===== src/rtl/gb_bus_ctrl.sv =====
// SM83 memory-bus sequencer: turns one bus request into one T_PER_M-clock M-cycle with
// address/strobe sequencing, bounded wait-state handling and registered read-back.
module gb_bus_ctrl #(
  parameter int unsigned ADDR_W   = 16,
  parameter int unsigned DATA_W   = 8,
  parameter int unsigned T_PER_M  = 4,   // legal range 3..15
  parameter int unsigned MAX_WAIT = 15   // 0 disables mem_wait
) (
  input  logic              clk,
  input  logic              rst_n,

  input  logic              req_valid,
  output logic              req_ready,
  input  logic [1:0]        req_op,
  input  logic [ADDR_W-1:0] req_addr,
  input  logic [DATA_W-1:0] req_wdata,

  output logic              rsp_valid,
  output logic [DATA_W-1:0] rsp_rdata,
  output logic              rsp_is_if,
  output logic              rsp_err,

  output logic [ADDR_W-1:0] mem_addr,
  output logic [DATA_W-1:0] mem_wdata,
  input  logic [DATA_W-1:0] mem_rdata,
  output logic              mem_rd,
  output logic              mem_wr,
  output logic              mem_m1,
  input  logic              mem_wait
);

  localparam int unsigned TW = $clog2(T_PER_M + 1);
  localparam int unsigned WW = (MAX_WAIT > 0) ? $clog2(MAX_WAIT + 1) : 1;

  localparam logic [TW-1:0] TOne  = TW'(1);
  localparam logic [TW-1:0] TTwo  = TW'(2);
  localparam logic [TW-1:0] TWait = TW'(T_PER_M - 1);
  localparam logic [TW-1:0] TLast = TW'(T_PER_M);
  localparam logic [WW-1:0] WcMax = WW'(MAX_WAIT);
  localparam bit            WaitEn = (MAX_WAIT != 0);

  typedef enum logic [0:0] {StIdle, StRun} state_e;

  typedef enum logic [1:0] {
    OpIdle  = 2'd0,
    OpIf    = 2'd1,
    OpWrite = 2'd2,
    OpRead  = 2'd3
  } bus_opcode_t;

  state_e            state_q, state_d;
  logic [TW-1:0]     t_q, t_d;
  logic [WW-1:0]     wc_q, wc_d;
  bus_opcode_t       op_q, op_d;
  logic              tmo_q, tmo_d;
  logic [ADDR_W-1:0] addr_q, addr_d;
  logic [DATA_W-1:0] wdata_q, wdata_d;
  logic [DATA_W-1:0] rdata_q, rdata_d;
  logic              is_if_q, is_if_d;
  logic              err_q, err_d;

  logic in_run, at_wait, at_last, accept, op_active;
  logic wait_hit, wait_hold, wait_tmo, capture;

  // Phase decode: everything here depends on registered state only, except the
  // accept/wait terms which feed next-state logic and never reach an output.
  always_comb begin
    in_run    = (state_q == StRun);
    at_wait   = in_run && (t_q == TWait);
    at_last   = in_run && (t_q == TLast);
    req_ready = (state_q == StIdle) || at_last;
    accept    = req_valid && req_ready;
    op_active = (op_q != OpIdle);
    wait_hit  = WaitEn && at_wait && op_active && mem_wait;
    wait_hold = wait_hit && (wc_q < WcMax);
    wait_tmo  = wait_hit && (wc_q == WcMax);
    capture   = at_wait && !wait_hold;
  end

  always_ff @(posedge clk or negedge rst_n) begin
    if (!rst_n) begin
      state_q <= StIdle;
      t_q     <= '0;
      wc_q    <= '0;
      op_q    <= OpIdle;
      tmo_q   <= 1'b0;
      addr_q  <= '0;
      wdata_q <= '0;
      rdata_q <= '0;
      is_if_q <= 1'b0;
      err_q   <= 1'b0;
    end else begin
      state_q <= state_d;
      t_q     <= t_d;
      wc_q    <= wc_d;
      op_q    <= op_d;
      tmo_q   <= tmo_d;
      addr_q  <= addr_d;
      wdata_q <= wdata_d;
      rdata_q <= rdata_d;
      is_if_q <= is_if_d;
      err_q   <= err_d;
    end
  end

  always_comb begin
    state_d = state_q;
    t_d     = t_q;
    wc_d    = wc_q;
    op_d    = op_q;
    tmo_d   = tmo_q;
    addr_d  = addr_q;
    wdata_d = wdata_q;
    rdata_d = rdata_q;
    is_if_d = is_if_q;
    err_d   = err_q;

    if (accept) begin
      state_d = StRun;
      t_d     = TOne;
      wc_d    = '0;
      op_d    = bus_opcode_t'(req_op);
      tmo_d   = 1'b0;
      // An IDLE slot leaves the bus address/data where the previous op put them.
      if (bus_opcode_t'(req_op) != OpIdle) begin
        addr_d  = req_addr;
        wdata_d = req_wdata;
      end
    end else if (at_last) begin
      state_d = StIdle;
      t_d     = '0;
      wc_d    = '0;
    end else if (in_run) begin
      if (wait_hold) begin
        wc_d = wc_q + WW'(1);
      end else begin
        t_d = t_q + TOne;
        if (wait_tmo) begin
          tmo_d = 1'b1;
        end
      end
    end

    // Completion status is registered on the T_PER_M-1 -> T_PER_M step so it is
    // stable for the whole completion phase and holds until the next completion.
    if (capture) begin
      if (op_q == OpRead || op_q == OpIf) begin
        rdata_d = mem_rdata;
      end
      is_if_d = (op_q == OpIf);
      err_d   = tmo_q || wait_tmo;
    end
  end

  logic strobe_win;

  always_comb begin
    strobe_win = in_run && (t_q >= TTwo) && (t_q <= TWait);
    mem_rd     = strobe_win && (op_q == OpRead || op_q == OpIf);
    mem_wr     = strobe_win && (op_q == OpWrite);
    mem_m1     = in_run && (op_q == OpIf) && (t_q != TLast);
    rsp_valid  = at_last;
    rsp_rdata  = rdata_q;
    rsp_is_if  = is_if_q;
    rsp_err    = err_q;
    mem_addr   = addr_q;
    mem_wdata  = wdata_q;
  end

endmodule


===== config.mk =====
export PLATFORM = sky130hd
export DESIGN_NAME = gb_bus_ctrl
export DESIGN_NICKNAME = d
export VERILOG_FILES = /design/src/rtl/gb_bus_ctrl.sv
export SDC_FILE = /design/constraint.sdc
export NUM_CORES = 1
export LEC_CHECK = 0
export ABC_AREA = 1
export CAP_MARGIN = 5
export CORE_ASPECT_RATIO = 1.4
export CORE_UTILIZATION = 40
export CTS_CLUSTER_SIZE = 8
export DETAILED_ROUTE_END_ITERATION = 6
export PLACE_DENSITY = 0.78
export SLEW_MARGIN = 20
export SYNTH_ARGS = -nofsm -noshare
export SYNTH_HDL_FRONTEND = slang
export SYNTH_SLANG_ARGS = --single-unit

===== constraint.sdc =====
create_clock -name clk -period 1.72 [get_ports clk]
set_clock_uncertainty 0.2 [all_clocks]
set_input_delay 0.258 -clock clk [delete_from_list [all_inputs] [get_ports clk]]
set_output_delay 0.258 -clock clk [all_outputs]
set_load 0.02 [all_outputs]

---- Word-level counts from Yosys, hierarchy flattened ----
Cells that the tools add are included.
storage, ports and cells
  register bits ........................... 45
  output and inout port bits .............. 39
  input port bits ......................... 38
operators by class
  bitwise gates (word level) .............. 1
  $lt $le $gt $ge ......................... 3
  equality and inequality tests ........... 10
  muxes and demuxes ....................... 15
  add/subtract/negate cells ............... 2
  reduce and logical (&&, ||, !) cells .... 30
operators by type and width
  operator                                                         count
  two-way mux 4 bit                                                4
  logical AND 1 bit                                                14
  two-way mux 3 bit                                                4
  nonzero test 2 bit                                               5
  AND reduction 2 bit                                              4
  two-way mux 1 bit                                                7
  != test 3 bit (second input constant)                            2
  nonzero test 3 bit                                               2
  adder 4 x 1 -> 4 bit (second input constant)                     1
  == test 2 bit (second input constant)                            2
  == test 4 bit (second input constant)                            1
  less-than comparator 4 bit (second input constant)               1
  AND reduction 4 bit                                              1
  adder 3 x 1 -> 3 bit (second input constant)                     1
  == test 3 x 2 -> 1 bit (second input constant)                   1
  == test 3 bit (second input constant)                            1
  >= comparator 3 x 2 -> 1 bit (second input constant)             1
  less-or-equal comparator 3 x 2 -> 1 bit (second input constant)  1
  logical OR 1 bit                                                 3
  == test 2 x 1 -> 1 bit (second input constant)                   1
  != test 2 x 1 -> 1 bit (second input constant)                   1
  != test 2 bit (second input constant)                            1
  zero test 1 bit                                                  1
  inverter 1 bit                                                   1

---- Logic depth before layout (Yosys ltp) ----
  depth in word-level cells ............... 10
  gate-level depth with buffers ........... 9
  depth with buffers taken out ............ 9

---- Least setup slack after synthesis ----
OpenSTA, ideal clock, no wires.
  kind .................................... register -> output
  start point ............................. register t_q[0]
  end point ............................... output port mem_rd
  stages on the path, launching flop included .. 8
  required time ........................... 1.262 ns
  path slack .............................. -0.113 ns
  arrival time ............................ 1.375 ns
  cells stage by stage .................... dfrtp_1 > ha_1 > ha_1 > nand2_1 > inv_1 > buf_2 > o22ai_1 > nor2_1
on the way
  cells in the longest elaborated chain, start to end .. 4
  elaborated cells between the ends (all ways) .. 5
  classes of those cells .................. order compare (2); reduce/logical (3)
ends and longest elaborated chain
  what                          RTL line  RTL
  start: declaration            52        logic [TW-1:0] t_q, t_d;
  start signal: assignment      94        t_q <= t_d;
  >= comparator 3 x 2 -> 1 bit  158       strobe_win = in_run && (t_q >= TTwo) && (t_q <= TWait);
  logical AND 1 bit             158
  logical AND 1 bit (*)         158
  logical AND 1 bit (*)         159       mem_rd = strobe_win && (op_q == OpRead || op_q == OpIf);
  end: declaration              26        output logic mem_rd,
Every way passes the cells marked *; elsewhere a longest branch is shown, timed or not.

---- Final worst setup path ----
Ends and elaborated chain as after synthesis.

==> results by group <==
GRT
  • Via count of the first global-routing pass: 1891
  • Leftover overflow at the end of global routing: 0
  • Number of antenna violations at the first check in global routing: 0
  • Maximum number of pins on one net before global-route repair: 46
  • First-pass GRT wire length: 9.07 mm
  • GR Util All Layers: 21.5%

Setup path
  • Slowest stage cell on the critical path: sky130_fd_sc_hd__dfrtp_1
  • Setup crit end kind: primary output
  • Source of the worst register-to-register timing path: t_q[0]$_DFFE_PN0P_
  • Worst setup path endpoint: mem_rd
  • Startpoint types: register
  • Data arrival time of the critical path: 1.50 ns
  • Required @ worst endpoint: 1.26 ns
  • Critical path class: register to primary output
  • Critical path launch point: t_q[0]$_DFFE_PN0P_
  • Critical path fanouts, max: 2
  • Reg-to-reg setup timing slack: -0.18 ns
  • Worst r2r dst: mem_wdata[6]$_DFFE_PN0P_
  • CP cell instances: ha_4, ha_4, nand2_2, inv_2, o22ai_4, nor2_4, buf_6
  • Max stage delay on crit path: 0.43 ns
  • Most frequent cell on the critical path: sky130_fd_sc_hd__ha_4
  • Worst reg2reg path depth: 11

Die
  • Boundary pin count: 77
  • Total Die Area: 5490 um^2
  • Floorplan Core Area: 4920 um^2
  • Die boundary height: 87.3 um
  • Die W: 62.9 um
  • Effective utilization at floorplan: 42.3%
  • FP Rows: 30

Placed design
  • Final Wtd Congestion: 0.858
  • Half-perimeter wire length after detailed placement: 3.62 mm
  • Count of port buffers added during placement: 76

Clocking
  • Clock-pin slew of the registers on the worst-case setup and hold paths: 0.08 ns
  • Sinks on the clock net: 45
  • H-tree Lvls: 2
  • Root buffer cell: sky130_fd_sc_hd__clkbuf_8
  • Inserted Clock Buffers: 5
  • CTS tree: done
  • Clock buffer depth: 2
  • Latest clock arrival within the worst-skew pair: 0.29 ns

Timing
  • Actual slew at the worst max-slew pin: 0.359 ns
  • Minimum period implied by the final worst setup slack: 1.96 ns
  • Ratio of final minimum period to clock period: 114%
  • Hold violation total from the final report: 0
  • Max Fclk: 0.510 GHz
  • RSZ-0062 raised after global routing: yes
  • Final worst hold slack: 0.265 ns
  • Max-slew headroom at the worst pin: 76.0%
  • Least setup slack across all paths after layout: -0.242 ns
  • Setup Viol. Count Final: 37
  • Max-slew violation count: 0

Final layout
  • Final cell utilization of the core: 72.1%
  • Area of the multi-input gates: 886 um^2
  • Register area: 1130 um^2
  • Number of fill cells: 352
  • Share of post-route cells with drive strength above 1: 22.6%
  • # diodes: 0
  • Post-layout nets: 390
  • Layout area overhead: 70.6%

Route
  • Total DRC errors in the routed layout: 0
  • Routed wirelength normalized by instance count: 13.7 um
  • Overall routed net length: 5.65 mm
  • DRT antenna net count: 0
  • Routed met3 length: 265 um
  • Total via count in the routed design: 1979
  • Number of detailed-routing iterations run before antenna repair: 4
  • Routed length on met2: 3.19 mm
  • Initial drt markers: 46
  • Top metal layer carrying routed signals: met4
  • Via density per instance: 4.79
  • Wire length on met1: 2.08 mm

Synth
  • Top cell type by total area after synthesis: sky130_fd_sc_hd__dfrtp_1
  • Part of the Yosys area used for sequential elements: 54.2%
  • Predominant post-synthesis flop cell: sky130_fd_sc_hd__dfrtp_1
  • Number of storage elements in the synthesis netlist: 45
  • Synth async-reset ratio: 100%
  • Ranking of synthesized cells by area: sky130_fd_sc_hd__dfrtp_1 54%, sky130_fd_sc_hd__nand2_1 13%, sky130_fd_sc_hd__inv_1 7.0%
  • Yosys top cell area share: 54.2%
  • Post-synthesis cell area: 2080 um^2
  • Number of flops mapped to enable cells by yosys: 0
  • Count of unique library cells instantiated by Yosys: 24
  • Yosys warning count: 0
  • Mean post-synth cell area: 8.62 um^2
  • Post-synth top cells: 70 x sky130_fd_sc_hd__nand2_1, 45 x sky130_fd_sc_hd__dfrtp_1, 39 x sky130_fd_sc_hd__inv_1
  • Total nets after synthesis: 283
  • Gate count of the mapped netlist: 241
  • Most frequently used cell type in the post-synthesis netlist: sky130_fd_sc_hd__nand2_1

Status
  • Run status: complete, but fails checks
  • Failing checks: negative setup slack

Pwr
  • Power Density: 1620 nW/um^2
  • Peak supply drop: 1350 uV
  • Cell leakage power: 1.99 nW

Min path
  • Worst min-delay path class: input pin to asynchronous set/reset pin

Job
  • Number of maximum-capacitance constraint violations: 0
[cell families after synthesis]
group / count (synthesis) / synth area share (%)
flops: 45 / 54.2
compound gates: 36 / 10.4
simple gates: 108 / 22.6
fa+ha+maj: 4 / 2.41
buf+inv: 48 / 10.5
[worst max-delay path, delay by kind of cell (launching register included)]
kind                     cells  cell delay (ns)
AO/OA/AOI/OAI                1             0.16
AND/OR/NAND/NOR              2             0.11
adder cells (fa/ha/maj)      2             0.34
flip-flops                   1             0.43
buffers and inverters        2             0.18
[power by group]
group	total, mW	internal [mW]	switching [mW]	leakage [nW]
sequential	1.77	1.50	0.272	0.569
clock	0.624	0.282	0.342	0.0450
combinational	3.34	1.58	1.76	1.38
total	5.74	3.36	2.37	1.99
[worst min path at each step]
stage,startpoint,endpoint,slack (ns),depth (start not counted)
floorplan,rst_n,in_run$_DFFE_PN0P_,-0.24,0
global placement,rst_n,rsp_rdata[2]$_DFFE_PN0P_,0.05,2
detailed placement,rst_n,rsp_rdata[3]$_DFFE_PN0P_,0.06,2
CTS,rst_n,rsp_rdata[2]$_DFFE_PN0P_,0.27,3
global route,rst_n,t_q[0]$_DFFE_PN0P_,0.28,3
finish,rst_n,t_q[1]$_DFFE_PN0P_,0.27,3
[area by class of cell]
class / count / area share (%)
Clock buffer: 6 / 2.05
Clock inverter: 2 / 0.282
Inverter: 39 / 4.13
Multi-Input combinational cell: 148 / 25.0
Sequential cell: 45 / 31.8
Tap cell: 64 / 2.26
Timing Repair Buffer: 109 / 34.5
[state kept, by name, summed over array words and instances, names as in the netlist]
signal / cells
tmo_q: 1
in_run: 1
t_q: 3
rsp_is_if: 1
rsp_rdata: 8
op_q: 2
wc_q: 4
mem_addr: 16
rsp_err: 1
mem_wdata: 8
[cells in the final DEF, fill, tap and decap left out, drive strengths merged]
cell	instances
clkdlybuf4s50	36
o22ai	1
nand3	13
a21oi	1
nor2	11
nand4	9
clkbuf	6
dlygate4sd3	1
dlygate4sd2	17
clkinv	2
o21ai	32
a21boi	1
dfrtp	45
dlymetal6s2s	17
buf	38
nand3b	1
nand2	73
o211ai	1
ha	4
nor3	1
inv	39
[routing by layer]
| layer | track usage [%] | up-vias |
|---|---|---|
| li1 | - | 976 |
| met1 | 23.5 | 923 |
| met2 | 40.1 | 67 |
| met3 | 5.10 | 13 |
| met4 | 7.61 | 0 |
| met5 | 0 | - |
[metrics by stage]
| stage | setup WS (ns) | area, um^2 | power (mW) | cells | TNS, ns |
|---|---|---|---|---|---|
| 6_report | -0.242 | 3540 | 5.74 | 413 | -5.26 |
| 5_1_grt | -0.295 | 3540 | 6.13 | 413 | -8.18 |
| 4_1_cts | -0.261 | 3370 | 5.54 | 409 | -4.87 |
| 3_5_place_dp | -0.430 | 3040 | 4.66 | 389 | -4.44 |
| 3_3_place_gp | -0.372 | 3040 | 4.58 | 389 | -1.91 |
| 2_1_floorplan | 0.00884 | 2120 | 3.33 | 241 | 0 |
[timing repair]
item                                    in CTS  in global routing
gates resized for setup                     62                 43
hold endpoints to repair                    45                  0
hold buffers                                 1                  0
buffers inserted                             6                  4
endpoints found under the setup margin      63                 66
pin swaps                                    4                  5
cloned                                       5                  0
No activity file was read; power rests on OpenSTA's default activity.
